File: src/rtl/c_bus_writeback_if.sv
// C-bus write-back interface: result word, destination-code sources, handshake,
// and the register-bank load-enable/data outputs. The master side is the
// producer and bank; the slave side is the write-back queue.
interface c_bus_writeback_if #(
   parameter int DATA_W = 16,
   parameter int CODE_W = 5,
   parameter int DEPTH  = 2
);
   localparam int CNT_W = $clog2(DEPTH) + 1;

   logic [DATA_W-1:0] C_BUS_in;
   logic [CODE_W-1:0] RG1_out;
   logic [CODE_W-1:0] RG2_out;
   logic [CODE_W-1:0] MUX2D_out;
   logic [1:0]        MUX2S;
   logic              wr_valid;
   logic              wr_ready;
   logic              stall_in;
   logic [21:0]       LD_en;
   logic [DATA_W-1:0] W_out;
   logic              err_out;
   logic [CNT_W-1:0]  pending;

   modport master (
      output C_BUS_in, RG1_out, RG2_out, MUX2D_out, MUX2S, wr_valid, stall_in,
      input  wr_ready, LD_en, W_out, err_out, pending
   );

   modport slave (
      input  C_BUS_in, RG1_out, RG2_out, MUX2D_out, MUX2S, wr_valid, stall_in,
      output wr_ready, LD_en, W_out, err_out, pending
   );
endinterface

File: src/rtl/c_bus_writeback.sv
// Write-back end of the register bus. Takes a result word plus a destination code
// (from RG1, RG2 or MUX2D), queues it in a small FIFO and drains one entry per
// cycle as a one-hot load enable plus data for the register bank.
// Optional macro WB_PC_PROTECT_EN: code 17 (PC) is rejected at acceptance like an
// invalid code, leaving PC writable only through its dedicated path.
module c_bus_writeback #(
   parameter int DATA_W = 16,
   parameter int CODE_W = 5,
   parameter int DEPTH  = 2
) (
   input logic             Clock,
   input logic             Reset_n,
   c_bus_writeback_if.slave bus
);
   localparam int PTR_W    = $clog2(DEPTH);
   localparam int CNT_W    = PTR_W + 1;
   localparam int NUM_REGS = 22;
   localparam logic [CODE_W-1:0] CODE_PC = CODE_W'(17);

   logic [DATA_W-1:0] data_q [DEPTH];
   logic [CODE_W-1:0] code_q [DEPTH];
   logic [PTR_W-1:0]  wr_ptr, rd_ptr;
   logic [CNT_W-1:0]  count;

   logic [CODE_W-1:0] sel_code;
   logic              code_ok;
   logic              accept, push, reject, pop;

   // Pick the destination code from the source MUX2S selects (0 = no destination).
   always_comb begin
      sel_code = '0;
      case (bus.MUX2S)
         2'd1:    sel_code = bus.RG1_out;
         2'd2:    sel_code = bus.MUX2D_out;
         2'd3:    sel_code = bus.RG2_out;
         default: sel_code = '0;
      endcase
   end

`ifdef WB_PC_PROTECT_EN
   assign code_ok = (sel_code != '0) && (sel_code < CODE_W'(NUM_REGS)) && (sel_code != CODE_PC);
`else
   assign code_ok = (sel_code != '0) && (sel_code < CODE_W'(NUM_REGS));
`endif

   // Ready is taken from the registered count only, so a full queue never
   // accepts even when the head is leaving on the same edge.
   assign bus.wr_ready = (count != CNT_W'(DEPTH));
   assign bus.pending  = count;

   assign accept = bus.wr_valid && bus.wr_ready;
   assign push   = accept && (bus.MUX2S != 2'd0) && code_ok;
   assign reject = accept && (bus.MUX2S != 2'd0) && !code_ok;
   assign pop    = (count != '0) && !bus.stall_in;

   // Queue storage; contents are meaningless outside [rd_ptr, wr_ptr) so no reset.
   always_ff @(posedge Clock) begin
      if (push) begin
         data_q[wr_ptr] <= bus.C_BUS_in;
         code_q[wr_ptr] <= sel_code;
      end
   end

   // Pointer and occupancy bookkeeping; pointers wrap naturally since DEPTH is 2^n.
   always_ff @(posedge Clock or negedge Reset_n) begin
      if (!Reset_n) begin
         wr_ptr <= '0;
         rd_ptr <= '0;
         count  <= '0;
      end else begin
         if (push) wr_ptr <= wr_ptr + PTR_W'(1);
         if (pop)  rd_ptr <= rd_ptr + PTR_W'(1);
         case ({push, pop})
            2'b10:   count <= count + CNT_W'(1);
            2'b01:   count <= count - CNT_W'(1);
            default: count <= count;
         endcase
      end
   end

   // Registered bank outputs: one-cycle load pulse per pop, data held between pops,
   // error pulse for a rejected destination code.
   always_ff @(posedge Clock or negedge Reset_n) begin
      if (!Reset_n) begin
         bus.LD_en   <= '0;
         bus.W_out   <= '0;
         bus.err_out <= 1'b0;
      end else begin
         bus.err_out <= reject;
         if (pop) begin
            bus.LD_en <= 22'd1 << code_q[rd_ptr];
            bus.W_out <= data_q[rd_ptr];
         end else begin
            bus.LD_en <= '0;
         end
      end
   end
endmodule
File: src/flat_wrapper.sv
// flat-port wrapper written by rule: the top's interface ports become plain ports
module c_bus_writeback_flat 
#(
   parameter int DATA_W = 16,
   parameter int CODE_W = 5,
   parameter int DEPTH  = 2
)
  (Clock, Reset_n, bus_C_BUS_in, bus_RG1_out, bus_RG2_out, bus_MUX2D_out, bus_MUX2S, bus_wr_valid, bus_stall_in, bus_wr_ready, bus_LD_en, bus_W_out, bus_err_out, bus_pending);
  c_bus_writeback_if #(.DATA_W(DATA_W), .CODE_W(CODE_W), .DEPTH(DEPTH)) bus_i ();
  input logic Clock;
  input logic Reset_n;
  input wire logic [$bits(bus_i.C_BUS_in)-1:0] bus_C_BUS_in;
  input wire logic [$bits(bus_i.RG1_out)-1:0] bus_RG1_out;
  input wire logic [$bits(bus_i.RG2_out)-1:0] bus_RG2_out;
  input wire logic [$bits(bus_i.MUX2D_out)-1:0] bus_MUX2D_out;
  input wire logic [$bits(bus_i.MUX2S)-1:0] bus_MUX2S;
  input wire logic [$bits(bus_i.wr_valid)-1:0] bus_wr_valid;
  input wire logic [$bits(bus_i.stall_in)-1:0] bus_stall_in;
  output wire logic [$bits(bus_i.wr_ready)-1:0] bus_wr_ready;
  output wire logic [$bits(bus_i.LD_en)-1:0] bus_LD_en;
  output wire logic [$bits(bus_i.W_out)-1:0] bus_W_out;
  output wire logic [$bits(bus_i.err_out)-1:0] bus_err_out;
  output wire logic [$bits(bus_i.pending)-1:0] bus_pending;
  assign bus_i.C_BUS_in = bus_C_BUS_in;
  assign bus_i.RG1_out = bus_RG1_out;
  assign bus_i.RG2_out = bus_RG2_out;
  assign bus_i.MUX2D_out = bus_MUX2D_out;
  assign bus_i.MUX2S = bus_MUX2S;
  assign bus_i.wr_valid = bus_wr_valid;
  assign bus_i.stall_in = bus_stall_in;
  assign bus_wr_ready = bus_i.wr_ready;
  assign bus_LD_en = bus_i.LD_en;
  assign bus_W_out = bus_i.W_out;
  assign bus_err_out = bus_i.err_out;
  assign bus_pending = bus_i.pending;
  c_bus_writeback #(.DATA_W(DATA_W), .CODE_W(CODE_W), .DEPTH(DEPTH)) u_core (.Clock(Clock), .Reset_n(Reset_n), .bus(bus_i));
endmodule
File: config.mk
export PLATFORM = sky130hd
export DESIGN_NAME = c_bus_writeback_flat
export DESIGN_NICKNAME = d
export VERILOG_FILES = /design/src/rtl/c_bus_writeback_if.sv /design/src/rtl/c_bus_writeback.sv /design/src/flat_wrapper.sv
export SDC_FILE = /design/constraint.sdc
export NUM_CORES = 1
export LEC_CHECK = 0
export ABC_AREA = 1
export CAP_MARGIN = 20
export CORE_ASPECT_RATIO = 1.5
export CORE_UTILIZATION = 30
export DETAILED_ROUTE_END_ITERATION = 12
export RECOVER_POWER = 25
export SLEW_MARGIN = 20
export SYNTH_ARGS = -nofsm -noshare
export SYNTH_HDL_FRONTEND = slang
export SYNTH_SLANG_ARGS = --single-unit
File: constraint.sdc
create_clock -name Clock -period 3.1 [get_ports Clock]
set_input_delay 0.62 -clock Clock [delete_from_list [all_inputs] [get_ports Clock]]
set_output_delay 0.62 -clock Clock [all_outputs]
set_load 0.05 [all_outputs]
==> metrics.txt, run 1 <==
Max Cap Viol=1; fmax=382 MHz; syn nets=302; worst endpoint data arrival time=2.83 ns; FP Rows=45; initial DRC count=50; H-tree levels=3; WL per Instance=12.3 um; Placed Area=4110 um2; CTS Sinks=85; Clock Root Buffer=clkbuf_16; area leader, netlist=edfxtp_1; Seq. cell area=2340 um2; Via density=4.27; share of layout cells above drive strength 1=6.76%; measured slew at the worst slew-check pin=2.29 ns; setup bufs post-CTS=0; Multi-input gate area=731 um2; Rel. slew slack=-52.7%; WS Path Type=in -> reg; initial antenna violation count=0; Die W=85.7 um; pwr/cell area=937 nW/um2; Max clock buf depth=2; status=finished, violations left; post-synth top area share=40.0%; Layout area overhead=40.8%; critical path's slowest cell=clkdlybuf4s50_1; critical-path cell list=clkdlybuf4s50_1, inv_1, nand3_1, nand3_1, nand2_1, nand2_1, nand2_1, nand3_1, ha_1, a21oi_1, o21ai_0, xor2_1; Setup Viol. Count Final=0; DRC Markers=0; Syn Area/Cell=11.9 um2; Worst-path clk slew=0.06 ns; FF+latch count, synth=85; ant diodes=0; Yosys warning count=0; CTS buffer count=9; DIE HEIGHT=128 um; worst-skew pair later-pin latency=0.33 ns; Yosys cell types=24; grt ovf=0; Clock Skews=0.00734 ns; RSZ-0062 raised after global routing=false; Hold Fails Final Rpt=0; Post-Syn Area=3150 um2; crit end category=flop; CTS tree=yes; Synth area leaders=edfxtp_1 (40%), dfrtp_1 (34%), nand2_1 (6.1%); Final ANT Viol Nets=0; Cells after Synth=264; fillers=950; cell area after layout=4440 um2; vias=2,119; first-pass GRT wire length=9850 um; pin count of the biggest net entering global routing=44; DP HPWL=4320 um; peak supply drop=0.393 mV; All-Layer GR Usage=12.1%; Leakage=1.79 nW; WP data required=3.31 ns; Port Buf Inserts=78; sequential area share after synthesis=74.1%; min Tclk post-route=2.62 ns; CP max stage delay=0.65 ns; Net count, final=388; final wirelength=6080 um; failing checks=capacitance limit, slew limit; I/O pin total=79; RePlAce Congestion=0.776; vias in the first global route=2,066; Initial Utilization=31.0%; Fin Setup TNS=0 ns; element type at the critical path start=primary input; HP Class=reg -> reg; crit-path max FO=10; die area=10,900 um2; Resized cells post-CTS=0; crit share post-route=84.4%; drt pass-1 iters=4; hold_buf cts=0; Pins Over Slew Limit=44; CORE AREA=10,200 um2
state kept, by name (all words and copies together), names as in the netlist:
register	flops
u_core.bus.err_out	1
u_core.rd_ptr	1
u_core.data_q	32
u_core.wr_ptr	1
u_core.bus.pending	2
u_core.bus.LD_en	22
u_core.bus.W_out	16
u_core.code_q	10
path summary, 6_finish.rpt:
path	from	slack [ns]	cells after the start	endpoint
max	bus_MUX2S[0]	0.48	12	u_core.bus.pending[1]$_DFFE_PN0P_
min	u_core.wr_ptr$_DFFE_PN0P_	0.47	2	u_core.wr_ptr$_DFFE_PN0P_
max reg2reg	u_core.bus.pending[1]$_DFFE_PN0P_	1.14	10	u_core.bus.pending[1]$_DFFE_PN0P_
min reg2reg	u_core.wr_ptr$_DFFE_PN0P_	0.47	2	u_core.wr_ptr$_DFFE_PN0P_
max in group asynchronous	Reset_n	0.82	1	u_core.bus.W_out[9]$_DFFE_PN0P_
min in group asynchronous	Reset_n	0.97	1	u_core.bus.LD_en[7]$_DFF_PN0_
cells in the final DEF (no fill, tap or decap), drive strengths merged, types with 4 or more instances in the layout:
cell type,n
dlygate4sd3,16
buf,5
a31oi,16
dfrtp,43
clkdlybuf4s50,61
clkbuf,13
nand2,51
o21ai,4
nand3,19
inv,17
nor2,49
edfxtp,42
where the power goes:
group / internal [mW] / switching [mW] / leakage (nW)
Combinational: 0.474 / 1.02 / 0.696
Clock: 0.723 / 0.410 / 0.164
Sequential: 1.43 / 0.0992 / 0.932
worst max-delay path: cells and delay by family:
kind | cells | cell delay, ns
AOI/OAI and AO/OA | 2 | 0.22
buffers and inverters | 2 | 0.83
and+or+nand+nor | 6 | 0.64
xor gates and xnor gates | 1 | 0.15
adders and majority gates | 1 | 0.34
cell usage after synthesis, drive strengths merged:
| library cell | n |
|---|---|
| nor2 | 49 |
| xor2 | 2 |
| ha | 1 |
| o21ai | 4 |
| nand3b | 2 |
| nand2 | 51 |
| nand4 | 1 |
| xnor2 | 1 |
| a21boi | 1 |
| a21oi | 3 |
| edfxtp | 42 |
| clkbuf | 2 |
| dfrtp | 43 |
| mux2i | 2 |
| nand3 | 19 |
| nor3 | 1 |
| buf | 6 |
| or2 | 3 |
| inv | 15 |
| a31oi | 16 |
through the flow:
stage	cells	utilization [%]	total power, mW	hold WS [ns]	worst slack (ns)
6_report	496	43.6	4.16	0.469	0.482
4_1_cts	496	43.6	4.22	0.472	0.533
3_3_place_gp	480	40.4	3.06	0.454	0.274
3_5_place_dp	480	40.4	3.08	0.459	0.174
5_1_grt	496	43.6	4.39	0.534	0.256
2_1_floorplan	264	-	2.55	0.324	0.244
cell families (layout without fill, tap and decap cells):
kind of cell	after synthesis	after routing	share of synthesized area, %
fa+ha+maj	1	1	0.397
mux	2	2	0.635
xor+xnor	3	3	0.833
flops	85	85	74.1
compound gates	24	24	4.64
simple gates	126	126	16.3
buf+inv	23	114	3.05
layer usage:
metal	GRT usage [%]	vias up	wire length [um]
met4	6.18	0	106
met3	3.23	11	223
li1	-	1068	-
met2	22.0	64	3380
met5	0	-	0
met1	12.5	976	2370
area by class of cell:
| class | count | area share, % |
|---|---|---|
| Sequential cell | 85 | 52.6 |
| Timing Repair Buffer | 83 | 18.3 |
| Multi-Input combinational cell | 156 | 16.5 |
| Clock buffer | 12 | 6.28 |
| Tap cell | 141 | 3.97 |
| Inverter | 15 | 1.27 |
| Clock inverter | 4 | 1.13 |
No activity file was read; power rests on OpenSTA's default activity.
==> inputs of run 2 (changes only) <==
- clock period: 3.1 -> 2.7 ns (I/O delays scaled with it)
==> run 2 against run 1 <==
Effect of this change:
- the flow now finishes without violations
- critical path depth shrank 8
- sequential cell count is the same
- clock power is essentially flat
- clock skew decreased by 0.0019 ns
- combinational power grew 16%
- final cell count increased by 0.60%
- first-iteration DRC count increased by 42%
==> metrics.txt, run 2 (synthesis results as in run 1) <==
status=finished, final reports clean; pin count of the biggest net entering global routing=44 (unchanged); GR met2 Demand/Resource=24.2% (+2.2 points); grt ovf=0 (unchanged); Die W=85.7 um (unchanged); DP HPWL=4450 um (+3.0%); Fin Setup TNS=0 ns (unchanged); peak supply drop=0.494 mV (+26%); vias in the first global route=2,161 (+4.6%); CTS tree=yes; DIE HEIGHT=128 um (unchanged); met3 usage=3.23% (unchanged); WL per Instance=12.6 um (+3.0%); fmax=425 MHz; most common cell after layout, fill and taps aside=clkdlybuf4s50_1; Initial Utilization=31.0% (unchanged); Final ANT Viol Nets=0 (unchanged); CTS buffer count=9 (unchanged); initial DRC count=71 (+42%); drt pass-1 iters=4 (unchanged); setup bufs post-CTS=0 (unchanged); placed cells=483 (+0.63%); Hold Fails Final Rpt=0 (unchanged); Via density=4.24 (-0.74%); crit end category=output pin; crit-path max FO=3 (-7); Placed Area=4160 um2 (+1.2%); Rel. slew slack=27.9% (+81 points); WS Path Type=reg -> out; RePlAce Congestion=0.784 (+1.1%); Setup Viol. Count Final=0 (unchanged); vias=2,116 (-0.14%); CORE AREA=10,200 um2 (unchanged); HP Class=in -> async; Net count, final=391 (+0.77%); fillers=984 (+3.6%); RSZ-0062 raised after global routing=false; element type at the critical path start=flop; GRT busiest layer=met2; initial antenna violation count=0 (unchanged); DRC Markers=0 (unchanged); Max Cap Viol=0 (-1); largest registers=u_core.data_q x32, u_core.bus.LD_en x22, u_core.bus.W_out x16; most frequent cells in the layout=clkdlybuf4s50_1 (71), nand2_1 (51), nor2_1 (48), dfrtp_1 (43), edfxtp_1 (42); ant diodes=0 (unchanged); WP data required=2.16 ns (-1.15 ns); Port Buf Inserts=78 (unchanged); cell area after layout=4440 um2 (-0.11%); worst endpoint data arrival time=1.81 ns (-1.02 ns); crit share post-route=87.2%; final wirelength=6300 um (+3.6%); Worst-path clk slew=0.05 ns (about the same); Multi-input gate area=731 um2 (unchanged); first-pass GRT wire length=10,300 um (+4.8%); Max clock buf depth=2 (unchanged); Clock Skews=0.00540 ns (-0.00194 ns); die area=10,900 um2 (unchanged); Clock Root Buffer=clkbuf_16; Hold Slack=0.402 ns (-0.0669 ns); Seq. cell area=2340 um2 (unchanged); min Tclk post-route=2.35 ns; FP Rows=45 (unchanged); CTS Sinks=85 (unchanged); Pwr Total=4.63 mW (+11%); pwr/cell area=1040 nW/um2 (+11%); post-route insts no fill=499 (+0.60%); Pins Over Slew Limit=0 (-100%); share of layout cells above drive strength 1=6.98% (+0.22 points); Biggest register=u_core.data_q; Resized cells post-CTS=0 (unchanged); hold_buf cts=0 (unchanged); H-tree levels=3 (unchanged); max reg flops=32 (unchanged); measured slew at the worst slew-check pin=1.08 ns (-1.21 ns); worst-skew pair later-pin latency=0.33 ns (about the same); Layout area overhead=40.7%; Leakage=1.78 nW (-0.40%); GR Util met1=12.8% (+0.25 points); All-Layer GR Usage=12.8% (+0.69 points); I/O pin total=79 (unchanged)
[run 2: cell types whose count changed in the layout (fill, tap and decap cells not counted), sizes merged]
cell,before,now
bufinv,1,0
clkinv,1,2
dlygate4sd3,16,6
inv,17,15
buf,5,8
clkdlybuf4s50,61,71
clkbuf,13,15
[run 2: worst paths after layout]
kind                                                    from                                end  slack (ns)  depth (start not counted)
max                        u_core.bus.pending[1]$_DFFE_PN0P_                       bus_wr_ready        0.35                          4
min                                                  Reset_n      u_core.bus.LD_en[3]$_DFF_PN0_        0.40                          1
max reg2reg                u_core.bus.pending[1]$_DFFE_PN0P_  u_core.bus.pending[1]$_DFFE_PN0P_        0.77                         10
min reg2reg                        u_core.wr_ptr$_DFFE_PN0P_          u_core.wr_ptr$_DFFE_PN0P_        0.49                          2
max in group asynchronous                            Reset_n    u_core.bus.W_out[1]$_DFFE_PN0P_        1.63                          1
min in group Clock                 u_core.wr_ptr$_DFFE_PN0P_          u_core.wr_ptr$_DFFE_PN0P_        0.49                          2
[run 2: worst max-delay path, cell delays in order, from the launching register on]
cell	delay [ns]
dfrtp_1	0.39
inv_1	0.14
nor2_1	0.07
inv_1	0.07
clkdlybuf4s50_1	0.81
[run 2: power by group]
| group | switching (mW) | leakage (nW) | internal, mW |
|---|---|---|---|
| clock network | 0.443 | 0.136 | 0.677 |
| logic | 1.17 | 0.717 | 0.568 |
| registers | 0.128 | 0.932 | 1.64 |
[run 2: routing by layer]
metal | vias up | wire length [um]
met4 | 0 | 120
li1 | 1071 | -
met2 | 43 | 3600
met5 | - | 0
met1 | 993 | 2380
met3 | 9 | 199
[run 2: per-stage QoR]
stage / utilization [%] / setup slack, ns
3_5_place_dp: 40.8 / 0.0111
2_1_floorplan: - / 0.175
4_1_cts: 43.5 / 0.300
5_1_grt: 43.5 / 0.103
3_3_place_gp: 40.8 / 0.0886
6_report: 43.5 / 0.347
[run 2: final cells by class]
class,count,area share (%)
clock inverter,2,0.226
inverter,15,1.27
tap,141,3.98
timing repair buffer,86,19.4
sequential,85,52.7
clock buffer,14,5.98
multi-input combinational,156,16.5
